<file path="src/rtl/spi_mstr_ctrl_pkg.sv">
// Shared types for the SPI master controller.
//   spi_state_t : word-sequencing FSM states
//   spi_mode_t  : latched CPOL/CPHA pair for the word in flight
//   edge_cnt_w  : width of the half-period counter (counts 0..2*data_w)
package spi_ctrl_pkg;

    typedef enum logic [2:0] {
        IDLE,
        LEAD,
        XFER,
        TRAIL,
        GAP
    } spi_state_t;

    typedef struct packed {
        logic cpol;
        logic cpha;
    } spi_mode_t;

    function automatic int edge_cnt_w(input int data_w);
        return $clog2(2 * data_w + 1);
    endfunction

endpackage

</file>
<file path="src/rtl/spi_mstr_ctrl_if.sv">
// Four-wire SPI bus.
//   master : drives sclk, ss_n, mosi; receives miso
//   slave  : receives sclk, ss_n, mosi; drives miso
interface spi_mstr_ctrl_if;
    logic sclk;
    logic ss_n;
    logic mosi;
    logic miso;

    modport master (output sclk, output ss_n, output mosi, input miso);
    modport slave  (input sclk, input ss_n, input mosi, output miso);
endinterface

</file>
<file path="src/rtl/spi_mstr_ctrl_clk_div.sv">
// Loadable half-period down-counter.
//   load  : restart an interval from div (div+1 cycles long)
//   en    : count while high
//   div   : half-period minus one
//   tick  : last cycle of the current interval (counter reloads itself)
//   start : first cycle of the current interval
module spi_clk_div #(
    parameter int DIV_W = 8
) (
    input  logic             clk,
    input  logic             rst_n,
    input  logic             load,
    input  logic             en,
    input  logic [DIV_W-1:0] div,
    output logic             tick,
    output logic             start
);
    logic [DIV_W-1:0] cnt;

    assign tick  = en && (cnt == '0);
    // Counter sits at div right after every (re)load.
    assign start = (cnt == div);

    always_ff @(posedge clk or negedge rst_n) begin
        if (!rst_n)
            cnt <= '0;
        else if (load || tick)
            cnt <= div;
        else if (en)
            cnt <= cnt - DIV_W'(1);
    end
endmodule

</file>
<file path="src/rtl/spi_mstr_ctrl.sv">
// SPI master: sends one DATA_W word per ss_n frame, MSB first, any CPOL/CPHA.
//   cfg_div/cfg_cpol/cfg_cpha : rate and mode, latched when a word is accepted
//   tx_valid/tx_ready/tx_data : transmit handshake (ready only in IDLE)
//   rx_valid/rx_data          : one-cycle strobe with the captured miso word
//   busy                      : high outside IDLE
//   spi                       : SPI bus, master side (all outputs registered)
module spi_mstr_ctrl
    import spi_ctrl_pkg::*;
#(
    parameter int DATA_W = 8,
    parameter int DIV_W  = 8
) (
    input  logic              clk,
    input  logic              rst_n,
    input  logic [DIV_W-1:0]  cfg_div,
    input  logic              cfg_cpol,
    input  logic              cfg_cpha,
    input  logic              tx_valid,
    output logic              tx_ready,
    input  logic [DATA_W-1:0] tx_data,
    output logic              rx_valid,
    output logic [DATA_W-1:0] rx_data,
    output logic              busy,
    spi_mstr_ctrl_if.master   spi
);
    localparam int            EW      = edge_cnt_w(DATA_W);
    localparam logic [EW-1:0] LAST_HP = EW'(2 * DATA_W);
    localparam logic [EW-1:0] PREV_HP = EW'(2 * DATA_W - 1);

    spi_state_t        state, state_nxt;
    spi_mode_t         mode_q;
    logic [DIV_W-1:0]  div_q, div_ld;
    logic [EW-1:0]     hp;       // current half-period k, 1..2*DATA_W
    logic [DATA_W-1:0] sh_tx;    // bits still to be driven, next one at MSB
    logic [DATA_W-1:0] sh_rx;
    logic              sclk_q, ss_n_q, mosi_q;
    logic              tick, hp_start, accept, last_hp, sample, advance;

    assign busy     = (state != IDLE);
    assign accept   = tx_valid && tx_ready;
    assign last_hp  = (hp == LAST_HP);
    // Odd k is the leading edge: CPHA=0 samples there, CPHA=1 on even k.
    assign sample   = hp_start && (hp[0] ^ mode_q.cpha);
    // Decided on the current k for the edge entering k+1.
    assign advance  = mode_q.cpha ? ~hp[0] : (hp[0] && (hp != PREV_HP));
    // The divider loads straight from the config port on acceptance.
    assign div_ld   = (state == IDLE) ? cfg_div : div_q;

    assign spi.sclk = sclk_q;
    assign spi.ss_n = ss_n_q;
    assign spi.mosi = mosi_q;

    spi_clk_div #(.DIV_W(DIV_W)) u_div (
        .clk   (clk),
        .rst_n (rst_n),
        .load  (accept),
        .en    (busy),
        .div   (div_ld),
        .tick  (tick),
        .start (hp_start)
    );

    always_ff @(posedge clk or negedge rst_n) begin
        if (!rst_n) state <= IDLE;
        else        state <= state_nxt;
    end

    always_comb begin
        state_nxt = state;
        case (state)
            IDLE:    if (accept)           state_nxt = LEAD;
            LEAD:    if (tick)             state_nxt = XFER;
            XFER:    if (tick && last_hp)  state_nxt = TRAIL;
            TRAIL:   if (tick)             state_nxt = GAP;
            GAP:     if (tick)             state_nxt = IDLE;
            default:                       state_nxt = IDLE;
        endcase
    end

    always_ff @(posedge clk or negedge rst_n) begin
        if (!rst_n) begin
            tx_ready <= 1'b0;
            rx_valid <= 1'b0;
            rx_data  <= '0;
            sclk_q   <= 1'b0;
            ss_n_q   <= 1'b1;
            mosi_q   <= 1'b0;
            mode_q   <= '0;
            div_q    <= '0;
            hp       <= '0;
            sh_tx    <= '0;
            sh_rx    <= '0;
        end else begin
            tx_ready <= (state_nxt == IDLE);
            rx_valid <= 1'b0;
            case (state)
                IDLE: begin
                    sclk_q <= cfg_cpol;
                    ss_n_q <= 1'b1;
                    mosi_q <= 1'b0;
                    if (accept) begin
                        mode_q <= '{cpol: cfg_cpol, cpha: cfg_cpha};
                        div_q  <= cfg_div;
                        ss_n_q <= 1'b0;
                        mosi_q <= tx_data[DATA_W-1];
                        sh_tx  <= {tx_data[DATA_W-2:0], 1'b0};
                    end
                end
                LEAD: begin
                    if (tick) begin
                        hp     <= EW'(1);
                        sclk_q <= ~mode_q.cpol;
                    end
                end
                XFER: begin
                    if (sample)
                        sh_rx <= {sh_rx[DATA_W-2:0], spi.miso};
                    if (tick) begin
                        if (last_hp) begin
                            sclk_q <= mode_q.cpol;
                        end else begin
                            hp     <= hp + EW'(1);
                            sclk_q <= mode_q.cpol ^ ~hp[0];
                            if (advance) begin
                                mosi_q <= sh_tx[DATA_W-1];
                                sh_tx  <= {sh_tx[DATA_W-2:0], 1'b0};
                            end
                        end
                    end
                end
                TRAIL: begin
                    if (tick) begin
                        ss_n_q   <= 1'b1;
                        mosi_q   <= 1'b0;
                        rx_valid <= 1'b1;
                        rx_data  <= sh_rx;
                    end
                end
                default: ;
            endcase
        end
    end
endmodule

</file>
<file path="src/flat_wrapper.sv">
// flat-port wrapper written by rule: the top's interface ports become plain ports
module spi_mstr_ctrl_flat import spi_ctrl_pkg::*;
#(
    parameter int DATA_W = 8,
    parameter int DIV_W  = 8
)
  (clk, rst_n, cfg_div, cfg_cpol, cfg_cpha, tx_valid, tx_ready, tx_data, rx_valid, rx_data, busy, spi_sclk, spi_ss_n, spi_mosi, spi_miso);
  spi_mstr_ctrl_if spi_i ();
  input  logic clk;
  input  logic rst_n;
  input  logic [DIV_W-1:0] cfg_div;
  input  logic cfg_cpol;
  input  logic cfg_cpha;
  input  logic tx_valid;
  output logic tx_ready;
  input  logic [DATA_W-1:0] tx_data;
  output logic rx_valid;
  output logic [DATA_W-1:0] rx_data;
  output logic busy;
  output wire logic [$bits(spi_i.sclk)-1:0] spi_sclk;
  output wire logic [$bits(spi_i.ss_n)-1:0] spi_ss_n;
  output wire logic [$bits(spi_i.mosi)-1:0] spi_mosi;
  input wire logic [$bits(spi_i.miso)-1:0] spi_miso;
  assign spi_sclk = spi_i.sclk;
  assign spi_ss_n = spi_i.ss_n;
  assign spi_mosi = spi_i.mosi;
  assign spi_i.miso = spi_miso;
  spi_mstr_ctrl #(.DATA_W(DATA_W), .DIV_W(DIV_W)) u_core (.clk(clk), .rst_n(rst_n), .cfg_div(cfg_div), .cfg_cpol(cfg_cpol), .cfg_cpha(cfg_cpha), .tx_valid(tx_valid), .tx_ready(tx_ready), .tx_data(tx_data), .rx_valid(rx_valid), .rx_data(rx_data), .busy(busy), .spi(spi_i));
endmodule
</file>
<file path="config.mk">
export PLATFORM = sky130hd
export DESIGN_NAME = spi_mstr_ctrl_flat
export DESIGN_NICKNAME = d
export VERILOG_FILES = /design/src/rtl/spi_mstr_ctrl_pkg.sv /design/src/rtl/spi_mstr_ctrl_if.sv /design/src/rtl/spi_mstr_ctrl_clk_div.sv /design/src/rtl/spi_mstr_ctrl.sv /design/src/flat_wrapper.sv
export SDC_FILE = /design/constraint.sdc
export NUM_CORES = 1
export LEC_CHECK = 0
export CAP_MARGIN = 20
export CORE_ASPECT_RATIO = 0.8
export CORE_MARGIN = 4
export CORE_UTILIZATION = 42
export DETAILED_ROUTE_END_ITERATION = 8
export PLACE_DENSITY_LB_ADDON = 0.3
export SLEW_MARGIN = 0
export SYNTH_ARGS = -nofsm -noshare
export SYNTH_HDL_FRONTEND = slang
export SYNTH_SLANG_ARGS = --single-unit
</file>
<file path="constraint.sdc">
create_clock -name clk -period 2.8 [get_ports clk]
set_clock_uncertainty 0.1 [all_clocks]
set_input_delay 0.56 -clock clk [delete_from_list [all_inputs] [get_ports clk]]
set_output_delay 0.56 -clock clk [all_outputs]
set_load 0.02 [all_outputs]
</file>
[Word-level counts from Yosys, hierarchy flattened]
Index checks and enable logic that the tools add are counted.
Cells by class
  mux-type cells: 34
  bitwise gates (word level): 4
  eq/ne operators: 13
  add/sub/neg operators: 2
  reductions and logical operators: 24
Operator list (number)
  8-bit 2-to-1 mux: 7
  8-bit case mux with 2 select lines: 1
  3-bit 2-to-1 mux: 5
  5-bit 2-to-1 mux: 3
  3-bit case mux with 5 select lines: 1
  1-bit 2-to-1 mux: 13
  5-bit case mux with 2 select lines: 1
  5-bit AND reduction: 2
  3-bit nonzero test: 3
  8-bit == test: 1
  8-bit logical NOT: 1
  2-bit by 1-bit inequality test with 1-bit output, second input constant: 4
  2-bit AND reduction: 4
  2-bit nonzero test: 4
  8-bit by 1-bit subtractor with 8-bit output, second input constant: 1
  3-bit by 2-bit == test with 1-bit output, second input constant: 2
  3-bit logical NOT: 2
  1-bit case mux with 3 select lines: 2
  5-bit by 1-bit adder with 5-bit output, second input constant: 1
  5-bit == test, second input constant: 1
  1-bit logical AND: 5
  5-bit by 4-bit inequality test with 1-bit output, second input constant: 1
  2-bit inequality test, second input constant: 2
  4-bit AND reduction: 1
  7 further kinds: 9
Storage, ports and cells
  output and inout port bits: 14
  bits in registers: 55
  word-level logic and storage cells: 91

[Logic depth before layout (Yosys ltp)]
  depth after elaboration: 7
  mapped depth: 10
  depth with buffers taken out: 8

[Hierarchy]
From an unflattened synthesis, not the netlist that was laid out.
Unflattened totals
  cells, all modules: 282
  area, all modules: 2805.2 um^2
Modules (own cells, without submodules)
  spi_mstr_ctrl: times used 1, area an instance 2210.9 um^2, cells each 216
  spi_clk_div: times used 1, area an instance 594.3 um^2, cells each 66

[Least setup slack after synthesis]
No wires, ideal clock.
  path kind: reg2reg
  start point: reg u_core.state[0]
  end point: reg u_core.sh_rx[0]
  data arrival time: 2.086 ns
  path slack: 0.489 ns
  cell stages (with the launch flop): 7
  data required time: 2.575 ns
  cells stage by stage: dfrtp_1 -> nor3_2 -> inv_2 -> a2111oi_4 -> a21oi_1 -> a2111oi_4 -> mux2_2
Between the ends
  word-level cells in the longest chain between the ends: 5
RTL lines
  start: declaration: RTL line spi_mstr_ctrl.sv:30  | spi_state_t state, state_nxt;
  start signal: assignment: RTL line spi_mstr_ctrl.sv:65  | else state <= state_nxt;
  3-bit logical NOT: RTL line spi_mstr_ctrl.sv:47  | assign div_ld = (state == IDLE) ? cfg_div : div_q;
  8-bit 2-to-1 mux: RTL line spi_mstr_ctrl.sv:47
  8-bit == test: RTL line spi_mstr_ctrl_clk_div.sv:22  | assign start = (cnt == div);
  1-bit logical AND: RTL line spi_mstr_ctrl.sv:43  | assign sample = hp_start && (hp[0] ^ mode_q.cpha);
  2-bit AND reduction (no source line) (*)
  end signal: assignment: RTL line spi_mstr_ctrl.sv:117  | sh_rx <= {sh_rx[DATA_W-2:0], spi.miso};
  end: declaration: RTL line spi_mstr_ctrl.sv:35  | logic [DATA_W-1:0] sh_rx;
Every way passes the cells marked *; elsewhere a longest branch is shown, timed or not.
A chain may end at the register's enable or synchronous reset.

[Worst setup path after layout]
  start point: reg u_core.state[1]
  end point: out busy
Between the ends
  word-level cells in the longest chain between the ends: 1
RTL lines
  3-bit nonzero test: RTL line spi_mstr_ctrl.sv:39  | assign busy = (state != IDLE);
  end: declaration: RTL line flat_wrapper.sv:19  | output logic busy;
No other way between the ends.

==> impl_metrics.toml <==
[critical_path]
cp_data_required_time_ns = 2.14
cp_cell_sequence = "nor3_2 -> inv_2 -> buf_4 -> clkdlybuf4s50_1"
rr_startpoint = "u_core.state[1]"
setup.worst_path.start = "u_core.state[1]"
cpMaxStageDelayCell = "clkdlybuf4s50_1"
cpPeakStageDelay_ns = 0.55
worst-path-max-fanout = 16
cp.arrival_ns = 1.88
crit_path_end_kind = "primary output"
path_class = "flip-flop to primary output"
crit_path_start_kind = "flip-flop"

[clock_network]
clkTransAtPathRegs_ns = 0.11
cts_max_path_buffers = 2
cts_resized = 0
clk_latency_ns = 0.31
cts_setup_buffers = 0
cts_tree = "done"
cts.sinks = 54
hold_buffers = 0
h-tree-depth = 2
cts-root-buf = "clkbuf_8"
cts_buffers = 5

[synthesis]
synth-xor-area-share = 0.0332
synth.area.mux_share = 0.0935
synthesis.instances = 302
synth_area_per_cell_sq_um = 9.62
yosysWarnings = 0
ys_ff_latch = 54
synth_compound_area_frac = 0.173
netlist_area_sq_um = 2900
syn_nets = 329
yosysSeqAreaShare = 0.466
synth_fa_ha_area_frac = 0.0250
synth_top_family_by_area = "compound AO/OA/AOI/OAI gates"
synth_cell_types = 50
synth-simple-area-share = 0.165

[cells_and_area]
fillers = 577
multi_input_area_sq_um = 1430
seq_area_sq_um = 1350
drive_gt1_frac = 0.148
syn2layout_area_growth_pct = 21.7
final_core_util = 0.541
fin_cells = 429
nets = 371
diodes = 0

[placement]
place_hpwl_um = 4650
dp.cells = 421
place_congestion = 0.850
io_buffer_count = 35

[drt]
wirelength_um = 6670
dr_total_vias = 2322
vias_per_cell = 5.41
wl_met1_um = 3420
antenna_left = 0
dr_wl_met3_um = 327
routed.top_layer = "met4"
dr.pass1.iters = 4
met2WireLength_um = 2870
wire_per_inst_um = 15.5
drt_iter0_drc = 156
drc = 0

[floorplan]
die_area_sq_um = 8320
ios = 36
core_sq_um = 6540
floorplan.rows = 26
die_w_um = 101
start_util = 0.444
die_h_um = 82.4

[global_routing]
grt_pass1_wl_um = 11300
grt_max_degree = 55
track_usage = 0.173
antenna_found_initial = 0
grt_pass1_vias = 2232
grt-ovfl-total = 0

[sta]
fmax_mhz = 394
period_share = 0.906
layout_min_cycle_time_ns = 2.54
rsz0062_at_grt = "no"
setup_violations = 0
worst_pin_slew_ns = 0.548
fin_setup_tns_ns = 0
relSlewSlack = 0.634
finalMaxSlewViolations = 0
timing_hold_violations_final = 0

[power_and_ir_drop]
power_frac_comb = 0.448
p_leak_nw = 1.49
peakVddDrop_uv = 415
p_clk_frac = 0.146
seqPwrFrac = 0.406
powerDensity_nw_per_um2 = 889
p_sw_frac = 0.412
internal_power_w = 0.00185
power_w = 0.00314
p_sw_w = 0.00129

[outcome]
status = "completed"

[hold_path]
min_path_type = "input pin to async pin"

[run]
drv_cap = 0
[path summary, 6_finish.rpt]
check / end / slack, ns / depth (start not counted)
setup / recovery: busy / 0.26 / 4
hold / removal: u_core.sh_tx[4] / 0.13 / 2
setup reg to reg: u_core.sh_rx[6] / 0.41 / 7
hold reg to reg: u_core.spi.sclk / 0.40 / 1
max in group asynchronous: u_core.spi.ss_n / 2.19 / 2
min in group clk: u_core.spi.sclk / 0.40 / 1
[metrics by stage]
stage / setup WS (ns) / hold slack (ns) / cell area, sq um
2_1_floorplan: 0.489 / 0.164 / 2900
4_1_cts: 0.270 / 0.135 / 3530
5_1_grt: 0.160 / 0.138 / 3530
3_3_place_gp: 0.0961 / 0.380 / 3450
6_report: 0.263 / 0.129 / 3530
3_5_place_dp: 0.0563 / 0.381 / 3450
[state kept, by name, summed over array words and instances, names as in the netlist]
register and count:
u_core.div_q 8, u_core.rx_data 8, u_core.sh_rx 8, u_core.u_div.cnt 8
u_core.sh_tx 7, u_core.hp 5, u_core.state 3, u_core.mode_q 2
u_core.rx_valid 1, u_core.spi.mosi 1, u_core.spi.sclk 1, u_core.spi.ss_n 1
u_core.tx_ready 1
[metal layers]
layer / vias up / track usage
li1: 1148 / -
met1: 1113 / 0.257
met2: 56 / 0.258
met3: 5 / 0.0378
met4: 0 / 0.0398
met5: - / 0
[cells by family (layout without fill, tap and decap cells)]
logic type / count (synthesis) / in the layout
XOR/XNOR: 11 / 11
buffers and inverters: 32 / 75
AO/OA/AOI/OAI: 72 / 72
flip-flops: 54 / 54
AND/OR/NAND/NOR: 102 / 102
adder cells (fa/ha/maj): 6 / 6
multiplexers: 25 / 25
[cell type report]
type	instances	area share
Clock inverter	2	0.00389
Multi-Input combinational cell	216	0.404
Timing Repair Buffer	54	0.145
Sequential cell	54	0.383
Inverter	13	0.0138
Clock buffer	6	0.0205
Tap cell	84	0.0297
[cells in the mapped netlist, drive strengths merged]
library cell  count  area share
a22oi             1      0.0026
a211oi            2      0.0052
a32o              1      0.0034
maj3              1      0.0034
nor3b             4       0.010
and3              2      0.0043
ha                5       0.022
o31a              2      0.0060
or2b              1      0.0026
a22o              1      0.0030
dfstp             1      0.0090
nor2             20       0.026
nand2b            1      0.0022
nor2b             6       0.013
nand4             3      0.0065
o21ai            19       0.033
a31oi             7       0.015
xnor2             6       0.018
inv              13       0.017
o32a              1      0.0034
nand2            46       0.059
nor4              3      0.0086
o211ai            2      0.0052
a311oi            1      0.0030
o311ai            1      0.0030
nor4bb            1      0.0034
a2111oi           2       0.019
o31ai             3      0.0078
a221oi            1      0.0030
a21o              1      0.0026
and2              4      0.0086
mux2i             8       0.028
dfrtp            53        0.46
o22ai             2      0.0043
a21oi            18       0.031
mux2             17       0.066
buf               5      0.0090
o2111a            2      0.0078
clkbuf           14       0.018
o32ai             1      0.0030
nand3             4      0.0069
nor3              7       0.014
xor2              5       0.015
o22a              4       0.012
[worst max-delay path: cells and delay by family, from the launching register on]
family                 cells  cell delay, ns
buffers and inverters      3            0.86
DFF                        1            0.40
and+or+nand+nor            1            0.29
[power by group through the flow]
stage | sequential [W] | combinational (W) | clock (W)
after global placement | 0.00128 | 0.00138 | 0
final | 0.00128 | 0.00141 | 0.000459
after global routing | 0.00131 | 0.00157 | 0.000492
after floorplan | 0.00123 | 0.000993 | 0
after detailed placement | 0.00129 | 0.00140 | 0
after CTS | 0.00127 | 0.00141 | 0.000460
[cells in the final DEF (no fill, tap or decap), types with 4 or more instances in the layout]
master	n
nor2b_1	6
a21oi_1	18
nand2_1	46
nor3_1	6
clkbuf_8	5
ha_1	5
xnor2_1	6
xor2_1	5
buf_4	17
and2_1	4
o22a_1	4
mux2_2	17
dfrtp_1	53
nand3_1	4
a31oi_1	7
o21ai_0	18
inv_1	12
clkdlybuf4s50_1	34
nor2_1	20
mux2i_1	8
No activity file was read; power rests on OpenSTA's default activity.
